`config.mk`:
```
export PLATFORM = sky130hd
export DESIGN_NAME = spi_master_burst_sequencer
export DESIGN_NICKNAME = d
export VERILOG_FILES = /design/src/rtl/spi_master_burst_sequencer.sv
export SDC_FILE = /design/constraint.sdc
export NUM_CORES = 1
export LEC_CHECK = 0
export CAP_MARGIN = 25
export CORE_MARGIN = 2
export CORE_UTILIZATION = 55
export CTS_CLUSTER_DIAMETER = 40
export DETAILED_ROUTE_END_ITERATION = 7
export GPL_TIMING_DRIVEN = 0
export PLACE_DENSITY_LB_ADDON = 0.25
export SYNTH_ARGS = -nofsm -noshare
export SYNTH_HDL_FRONTEND = slang
export SYNTH_SLANG_ARGS = --single-unit
```
`constraint.sdc`:
```
create_clock -name IN_CLOCK -period 3.5 [get_ports IN_CLOCK]
set_clock_uncertainty 0.15 [all_clocks]
set_input_delay 0.7 -clock IN_CLOCK [delete_from_list [all_inputs] [get_ports IN_CLOCK]]
set_output_delay 0.7 -clock IN_CLOCK [all_outputs]
set_load 0.005 [all_outputs]
```
`src/rtl/spi_master_burst_sequencer.sv`:
```
// spi_master_burst_sequencer: feeds SPI_FPGA_MASTER back-to-back launches from a TX FIFO with gap control and a watchdog.
// Define SPI_SEQ_RX_FIFO_EN to replace the single RX register with an RX FIFO.
module spi_master_burst_sequencer #(
  parameter int PACK_LENGTH      = 8,
  parameter int FIFO_DEPTH       = 4,
  parameter int LAUNCH_HOLD_CLKS = 5,
  parameter int GAP_CLKS         = 4,
  parameter int TIMEOUT_CLKS     = 1024
) (
  input  logic                   IN_CLOCK,
  input  logic                   IN_RESET_N,
  input  logic [PACK_LENGTH-1:0] IN_TX_DATA,
  input  logic                   IN_TX_VALID,
  output logic                   OUT_TX_READY,
  output logic [PACK_LENGTH-1:0] OUT_RX_DATA,
  output logic                   OUT_RX_VALID,
  input  logic                   IN_RX_READY,
  output logic                   OUT_LAUNCH,
  output logic [PACK_LENGTH-1:0] OUT_MASTER_DATA,
  input  logic                   IN_CS,
  input  logic [PACK_LENGTH-1:0] IN_MASTER_RECEIVE_DATA,
  input  logic                   IN_MASTER_ACTION_DONE,
  output logic                   OUT_BUSY,
  output logic                   OUT_ERROR
);
  localparam int AW = $clog2(FIFO_DEPTH);
  localparam int CW = $clog2(TIMEOUT_CLKS + LAUNCH_HOLD_CLKS + GAP_CLKS) + 1;
  typedef enum logic [2:0] {S_IDLE, S_LAUNCH, S_HOLD, S_BUSY, S_GAP} state_t;
  state_t r_state, w_next;
  logic [CW-1:0] r_cnt;
  logic r_done_q, r_error;
  logic [PACK_LENGTH-1:0] r_tx_mem [FIFO_DEPTH];
  logic [AW:0] r_tx_wp, r_tx_rp;
  logic [PACK_LENGTH-1:0] r_master_data;
  logic w_tx_full, w_tx_empty, w_rx_room, w_pop, w_push, w_done_edge, w_capture, w_timeout;
  assign w_tx_empty = r_tx_wp == r_tx_rp;
  assign w_tx_full = (r_tx_wp ^ r_tx_rp) == {1'b1, {AW{1'b0}}};
  assign w_pop = r_state == S_IDLE && !w_tx_empty && w_rx_room && IN_CS;
  // A pop in the same cycle frees the slot, so a write into a full FIFO is still taken.
  assign OUT_TX_READY = !w_tx_full || w_pop;
  assign w_push = IN_TX_VALID && OUT_TX_READY;
  assign w_done_edge = IN_MASTER_ACTION_DONE && !r_done_q;
  assign w_capture = r_state == S_BUSY && w_done_edge;
  assign w_timeout = ((r_state == S_LAUNCH && IN_CS) || (r_state == S_BUSY && !w_done_edge))
                     && r_cnt == CW'(TIMEOUT_CLKS - 1);
  assign OUT_MASTER_DATA = r_master_data;
  assign OUT_ERROR = r_error;
  always_comb begin
    w_next = r_state;
    OUT_LAUNCH = r_state == S_LAUNCH || r_state == S_HOLD;
    OUT_BUSY = r_state != S_IDLE;
    case (r_state)
      S_IDLE:   w_next = w_pop ? S_LAUNCH : S_IDLE;
      S_LAUNCH: w_next = !IN_CS ? S_HOLD : w_timeout ? S_GAP : S_LAUNCH;
      S_HOLD:   w_next = r_cnt == CW'(LAUNCH_HOLD_CLKS - 1) ? S_BUSY : S_HOLD;
      S_BUSY:   w_next = (w_capture || w_timeout) ? S_GAP : S_BUSY;
      S_GAP:    w_next = (IN_CS && r_cnt == CW'(GAP_CLKS - 1)) ? S_IDLE : S_GAP;
      default:  w_next = S_IDLE;
    endcase
  end
  always_ff @(posedge IN_CLOCK or negedge IN_RESET_N)
    if (!IN_RESET_N) r_state <= S_IDLE;
    else r_state <= w_next;
  // One counter serves hold, gap and watchdog; it restarts on every state entry and pauses in GAP while CS is low.
  always_ff @(posedge IN_CLOCK or negedge IN_RESET_N)
    if (!IN_RESET_N) begin
      r_cnt <= '0;
      r_done_q <= 1'b0;
      r_error <= 1'b0;
    end else begin
      r_cnt <= (w_next != r_state) ? '0 : (r_state != S_GAP || IN_CS) ? r_cnt + 1'b1 : r_cnt;
      r_done_q <= IN_MASTER_ACTION_DONE;
      if (w_timeout) r_error <= 1'b1;
    end
  always_ff @(posedge IN_CLOCK)
    if (w_push) r_tx_mem[r_tx_wp[AW-1:0]] <= IN_TX_DATA;
  always_ff @(posedge IN_CLOCK or negedge IN_RESET_N)
    if (!IN_RESET_N) begin
      r_tx_wp <= '0;
      r_tx_rp <= '0;
      r_master_data <= '0;
    end else begin
      if (w_push) r_tx_wp <= r_tx_wp + 1'b1;
      if (w_pop) begin
        r_master_data <= r_tx_mem[r_tx_rp[AW-1:0]];
        r_tx_rp <= r_tx_rp + 1'b1;
      end
    end
`ifdef SPI_SEQ_RX_FIFO_EN
  logic [PACK_LENGTH-1:0] r_rx_mem [FIFO_DEPTH];
  logic [AW:0] r_rx_wp, r_rx_rp;
  assign w_rx_room = (r_rx_wp ^ r_rx_rp) != {1'b1, {AW{1'b0}}};
  assign OUT_RX_VALID = r_rx_wp != r_rx_rp;
  assign OUT_RX_DATA = r_rx_mem[r_rx_rp[AW-1:0]];
  always_ff @(posedge IN_CLOCK or negedge IN_RESET_N)
    if (!IN_RESET_N) begin
      r_rx_wp <= '0;
      r_rx_rp <= '0;
      for (int i = 0; i < FIFO_DEPTH; i++) r_rx_mem[i] <= '0;
    end else begin
      if (w_capture) begin
        r_rx_mem[r_rx_wp[AW-1:0]] <= IN_MASTER_RECEIVE_DATA;
        r_rx_wp <= r_rx_wp + 1'b1;
      end
      if (OUT_RX_VALID && IN_RX_READY) r_rx_rp <= r_rx_rp + 1'b1;
    end
`else
  logic [PACK_LENGTH-1:0] r_rx_data;
  logic r_rx_valid;
  assign w_rx_room = !r_rx_valid;
  assign OUT_RX_VALID = r_rx_valid;
  assign OUT_RX_DATA = r_rx_data;
  always_ff @(posedge IN_CLOCK or negedge IN_RESET_N)
    if (!IN_RESET_N) begin
      r_rx_data <= '0;
      r_rx_valid <= 1'b0;
    end else if (w_capture) begin
      r_rx_data <= IN_MASTER_RECEIVE_DATA;
      r_rx_valid <= 1'b1;
    end else if (IN_RX_READY) r_rx_valid <= 1'b0;
`endif
endmodule

```
* After elaboration in Yosys (flattened, before gate mapping)
Memories as Yosys holds them, arrays and structs flattened. A register that Yosys moved wholly into a read port is not among the register bits.
Cells that the tools add are included.
** Cells by class
- Equality and inequality tests :: 11
- $add $sub $neg :: 3
- Magnitude comparators :: 0
- Bitwise gates (word level) :: 1
- Mux-type cells :: 13
- Reductions and logical operators :: 25
- Div/mod/pow operators :: 0
- Multiply operators :: 0
- Shift operators :: 0
** Operators with widths (number)
- $mux 12 :: 2
- $pmux 3 s5 :: 1
- $add 12x1->12 const B :: 1
- $eq 12x10->1 const B :: 1
- $eq 12x2->1 const B :: 1
- $eq 12x3->1 const B :: 1
- $mux 3 :: 4
- $logic_and 1x1->1 :: 10
- $add 3x1->3 const B :: 2
- $eq 3x2->1 const B :: 2
- $eq 3x3->1 const B :: 2
- $logic_not 1->1 :: 6
- $mux 1 :: 6
- $logic_or 1x1->1 :: 5
- $reduce_bool 2->1 :: 2
- $eq 3x1->1 const B :: 1
- $eq 3x3->1 :: 1
- $logic_not 3->1 :: 1
- $ne 3x3->1 :: 1
- $ne 3x3->1 const B :: 1
- $reduce_bool 3->1 :: 1
- $xor 3x3->3 :: 1
** Word-level totals
- Memory bits (writable) :: 32
- Register bits after elaboration :: 32
- ROM bits :: 0
- Latch bits :: 0
- Logic and storage cells :: 62
- Memories kept :: 1
** Memory list
- r_tx_mem :: words 4, bits a word 8, rd ports 1, clocked after memory_dff 1, wr ports 1, RTL line 32 : logic [PACK_LENGTH-1:0] r_tx_mem [FIFO_DEPTH];

* Depth between registers and ports, before layout
- Depth in word-level cells :: 11
- Gate-level depth with buffers :: 8

* Worst setup path after synthesis
No wires, ideal clock.
- Kind :: input-to-output
- From :: in IN_CS
- To :: out OUT_TX_READY
- Buffers on the path :: 1
- Setup slack :: 1322 ps
- Stages :: 3
- Data arrival time :: 1328 ps
- Data required time :: 2650 ps
- Cells stage by stage :: nor4b_4 -> or3_1 -> buf_4
** On the way
- Cells in the longest elaborated chain, start to end :: 2
** RTL lines
- from (decl) :: RTL line 20 : input logic IN_CS,
- $logic_and 1x1->1 :: RTL line 38 : assign w_pop = r_state == S_IDLE && !w_tx_empty && w_rx_room && IN_CS;
- $logic_or 1x1->1 :: RTL line 40 : assign OUT_TX_READY = !w_tx_full || w_pop;
- to (decl) :: RTL line 14 : output logic OUT_TX_READY,
Every way passes these cells.

* Worst setup path after layout
Same ends and word-level chain as after synthesis.

==> tab_implementation.tex <==
\begin{tabular}{lr}
\hline
Metric & Value \\
\hline
\multicolumn{2}{l}{\textbf{GRT}} \\
\quad Met1 demand-to-capacity share in global routing & 0.2488 \\
\quad Most Used Layer, Global Route & met2 \\
\quad Global-route wire length before repair & roughly 9.5 mm \\
\quad Global-route usage over all layers & 0.2053 \\
\quad GR Overflow Total & 0 \\
\quad Maximum number of pins on one net before global-route repair & between 40 and 50 \\
\quad Met3 usage in global routing & 0.04977 \\
\quad Met2 GRT Util & 0.3387 \\
\quad Antenna violations before repair & 0 \\
\quad Vias in the first global route & around 2000 \\
\multicolumn{2}{l}{\textbf{Power and ir drop}} \\
\quad Post-layout power & 3008 uW \\
\quad Peak supply drop & 522.1 uV \\
\quad Share of total power in the clock network & 0.193 \\
\quad Combinational Power Share & 0.379 \\
\quad Switch share & 0.3224 \\
\quad Internal Pwr Total & 2038 uW \\
\quad Seq pwr share & 0.428 \\
\quad Net Switching & between 900 and 1000 uW \\
\quad Leakage power total & around 0.0015 uW \\
\quad Power density over the cells & between 700 and 800 mW/mm2 \\
\multicolumn{2}{l}{\textbf{Clock tree}} \\
\quad CTS Buf Count & 9 \\
\quad Number of sinks driven by the clock tree & between 70 and 80 \\
\quad Quantity of gates resized following cts & 0 \\
\quad Buffers inserted during post-CTS setup optimization & 0 \\
\quad Total of hold buffers inserted after clock tree synthesis & 0 \\
\quad Number of buffers between clock root and the deepest sink & 2 \\
\quad Depth of the CTS H-tree & 3 \\
\quad Worst-path clk slew & 0.08 ns \\
\quad Buffer type at the clock tree root & sky130\_fd\_sc\_hd\_\_clkbuf\_8 \\
\quad Clock network latency to the later pin of the worst-skew pair & between 0.3 and 0.4 ns \\
\quad Clock tree from TritonCTS & done \\
\multicolumn{2}{l}{\textbf{Synthesis}} \\
\quad Complex-gate fraction of the synthesized area & 0.01630 \\
\quad Register area share after synthesis & 0.6235 \\
\quad Syn Nets & approximately 270 \\
\quad Post-Syn Area per Cell & 13.33 um2 \\
\quad Main combinational cell family by area after synthesis & simple AND/OR/NAND/NOR gates \\
\quad Multiplexer fraction of the synthesized cell area & 0.09622 \\
\quad Fraction of registers with async set or reset after synthesis & 0.5556 \\
\quad Warning count from the yosys run & 0 \\
\quad Fraction of synthesized cell area in xor and xnor cells & 0.05288 \\
\quad Post-synthesis share of cell area spent on and, or, nand and nor gates & 0.1563 \\
\quad Post-synthesis instance total & roughly 240 \\
\quad Number of enable flip-flop cells after synthesis & 32 \\
\quad Flops \& latches, synth & about 70 \\
\quad Library cell with the highest instance count after synthesis & sky130\_fd\_sc\_hd\_\_dfrtp\_1 \\
\quad Most frequent cells after synthesis & sky130\_fd\_sc\_hd\_\_dfrtp\_1, sky130\_fd\_sc\_hd\_\_nand2\_1, sky130\_fd\_sc\_hd\_\_edfxtp\_1 \\
\quad Synthesized-area fraction occupied by adder cells & 0.02783 \\
\quad Top post-synthesis cells by area & sky130\_fd\_sc\_hd\_\_dfrtp\_1, sky130\_fd\_sc\_hd\_\_edfxtp\_1, sky130\_fd\_sc\_hd\_\_mux4\_2, sky130\_fd\_sc\_hd\_\_xnor2\_1, sky130\_fd\_sc\_hd\_\_nand2\_1 \\
\quad Area share of the largest cell type after synthesis & 0.3181 \\
\quad Area of the mapped netlist & about 0.0031 mm2 \\
\quad Cell taking the most area after synthesis & sky130\_fd\_sc\_hd\_\_dfrtp\_1 \\
\quad Count of cell types in the netlist & 40 \\
\quad Most instantiated flip-flop cell in the synthesis netlist & sky130\_fd\_sc\_hd\_\_dfrtp\_1 \\
\multicolumn{2}{l}{\textbf{Placed design}} \\
\quad DP HPWL & 3.970 mm \\
\quad PortBufs & 42 \\
\quad Number of placed instances, taps included & 350 \\
\quad Placer's final routability congestion estimate & approximately 0.81 \\
\multicolumn{2}{l}{\textbf{Route}} \\
\quad DRC violation count after routing & 0 \\
\quad Post-Route WL & around 5.7 mm \\
\quad Initial DRT Pass Iterations & 4 \\
\quad Avg Vias per Cell & 5.238 \\
\quad Violation count after the first detailed-route iteration & $\sim$70 \\
\quad Count of antenna-violating nets left after detailed routing & 0 \\
\quad Number of vias in the routed layout & between 1500 and 2000 \\
\quad Drt wl/cell & roughly 16 um \\
\multicolumn{2}{l}{\textbf{Worst setup path}} \\
\quad Category of the critical setup timing path & in -> out \\
\quad CP top delay family & buffers and inverters \\
\quad Count of buffer and inverter cells on the critical path & 3 \\
\quad Critical path peak fanout & 6 \\
\quad Source of the critical timing path & IN\_CS \\
\quad Data arrival at the endpoint of the critical path & approximately 2.4 ns \\
\quad Worst path max stage delay & 0.58 ns \\
\quad Launching element type of the critical path & input pin \\
\quad Nature of the critical path endpoint & output pin \\
\quad Crit path max-delay cell type & sky130\_fd\_sc\_hd\_\_clkdlybuf4s50\_1 \\
\quad Startpoint of the lowest-slack register-to-register path & r\_state[1] \\
\quad Crit path required time & about 2.7 ns \\
\quad Most frequent cell on the critical path & sky130\_fd\_sc\_hd\_\_clkdlybuf4s50\_1 \\
\quad Crit path cell chain & clkdlybuf4s50\_1 -> nor4b\_4 -> or3\_1 -> buf\_4 -> clkdlybuf4s50\_1 \\
\multicolumn{2}{l}{\textbf{STA}} \\
\quad Fmax & between 300 and 400 MHz \\
\quad Number of failing hold endpoints at the final stage & 0 \\
\quad Post-layout minimum cycle time & between 3 and 4 ns \\
\quad Worst slew margin relative to its limit & 0.4050 \\
\quad Final-layout setup total negative slack & 0 ns \\
\quad Final Max Slew Viols & 0 \\
\quad Actual transition at the worst max-transition pin & a little under 0.9 ns \\
\quad Unrepaired setup endpoints after global routing & no \\
\quad Final setup violating endpoints & 0 \\
\quad Final period util & 0.9275 \\
\multicolumn{2}{l}{\textbf{Hold path}} \\
\quad Type of the worst min-delay path & in -> async \\
\multicolumn{2}{l}{\textbf{Floorplanning}} \\
\quad Die H & roughly 80 um \\
\quad Count of boundary I/O pins & between 40 and 50 \\
\quad Initial standard-cell utilization of the core & 0.5715 \\
\quad Die Outline Area & 0.006343 mm2 \\
\quad Width of the die & $\sim$80 um \\
\quad Count of standard-cell rows & 27 \\
\quad Floorplan Core Area & $\sim$0.0055 mm2 \\
\multicolumn{2}{l}{\textbf{Cells and area}} \\
\quad Post-Layout Cell Count & between 300 and 400 \\
\quad Number of antenna diodes & 0 \\
\quad Fraction of layout cells with a size suffix above 1 & 0.1531 \\
\quad Area taken by multi-input logic gates & $\sim$0.0011 mm2 \\
\quad Area taken by flip-flops and latches & around 0.002 mm2 \\
\quad Nets & 318 \\
\quad Filler instances & about 410 \\
\quad Area growth syn-to-layout & 21.75\% \\
\multicolumn{2}{l}{\textbf{Status}} \\
\quad Run status & finished clean \\
\multicolumn{2}{l}{\textbf{Flow run}} \\
\quad Maximum capacitance violations & 0 \\
\hline
\end{tabular}
-- power groups by stage --
stage	logic, uW	clock network, uW	registers, uW
2_1_floorplan	718	0	1280
3_3_place_gp	1120	0	1290
3_5_place_dp	1160	0	1310
4_1_cts	1160	601	1290
5_1_grt	1270	628	1320
6_report	1140	581	1290
-- logic make-up (layout without fill, tap and decap cells) --
family	Yosys count	in the layout
multiplexers	19	19
AO/OA/AOI/OAI	8	8
adder cells (fa/ha/maj)	7	7
XOR/XNOR	19	19
flip-flops	72	72
buffers and inverters	16	74
AND/OR/NAND/NOR	95	95
-- cells in the final DEF, fill, tap and decap left out, types with 3 or more instances in the layout --
cell                               n
sky130_fd_sc_hd__xor2_1            3
sky130_fd_sc_hd__edfxtp_1         32
sky130_fd_sc_hd__xnor2_1          16
sky130_fd_sc_hd__and3_1            4
sky130_fd_sc_hd__ha_1              7
sky130_fd_sc_hd__clkbuf_1          3
sky130_fd_sc_hd__clkinv_4          3
sky130_fd_sc_hd__nor4_1            3
sky130_fd_sc_hd__nor3_1            3
sky130_fd_sc_hd__nand3_1           5
sky130_fd_sc_hd__mux2_2            9
sky130_fd_sc_hd__nand2_1          37
sky130_fd_sc_hd__dfrtp_1          40
sky130_fd_sc_hd__inv_1             7
sky130_fd_sc_hd__buf_2             3
sky130_fd_sc_hd__clkbuf_8          9
sky130_fd_sc_hd__mux4_2            8
sky130_fd_sc_hd__clkdlybuf4s50_1  41
sky130_fd_sc_hd__nor2_1           22
-- flip-flops by register name (all words and copies together), names as in the netlist --
name and cells:
r_tx_wp 3, OUT_RX_DATA 8, r_tx_mem 32, OUT_MASTER_DATA 8
r_tx_rp 3, r_cnt 12, OUT_ERROR 1, r_state 3
OUT_RX_VALID 1, r_done_q 1
-- metal layers --
metal	part of all wire	up-vias	routed length, um
met4	0.021	0	118
li1	-	939	-
met3	0.040	10	225
met1	0.43	929	2430
met5	0	-	0
met2	0.51	39	2911
-- final cells by class --
class,instances,share of cell area
Tap cell,72,0.02351
Multi-Input combinational cell,148,0.2871
Sequential cell,72,0.5121
Inverter,7,0.006858
Clock inverter,7,0.01437
Timing Repair Buffer,42,0.1084
Buffer,9,0.01535
Clock buffer,9,0.03233
-- per-stage QoR --
step                setup WS, ns  cell area (um2)  hold slack, ns  utilization
floorplan                  1.322             3147          0.2544            -
detailed placement        0.2599             3652          0.3036       0.6633
finish                    0.2537             3831          0.3231       0.6958
global placement          0.2577             3657          0.3041       0.6642
CTS                       0.2579             3831          0.3274       0.6958
global route              0.1552             3831          0.3512       0.6958
-- final timing paths --
path	slack, ns	to	cells after the start
setup / recovery	0.25	OUT_TX_READY	5
hold / removal	0.32	r_cnt[4]	1
setup reg to reg	1.18	r_tx_mem[0][3]	6
hold reg to reg	0.32	OUT_ERROR	1
max in group asynchronous	2.31	OUT_MASTER_DATA[0]	1
min in group IN_CLOCK	0.32	OUT_ERROR	1
-- worst register-to-register path, stage by stage, from the launching register on --
cell                      delay (ns)
sky130_fd_sc_hd__dfrtp_1        0.38
sky130_fd_sc_hd__buf_6          0.14
sky130_fd_sc_hd__or2_4          0.24
sky130_fd_sc_hd__nor4b_4        0.30
sky130_fd_sc_hd__or3_1          0.17
sky130_fd_sc_hd__buf_4          0.13
sky130_fd_sc_hd__and3_1         0.46
(Power assumes the default switching activity.)
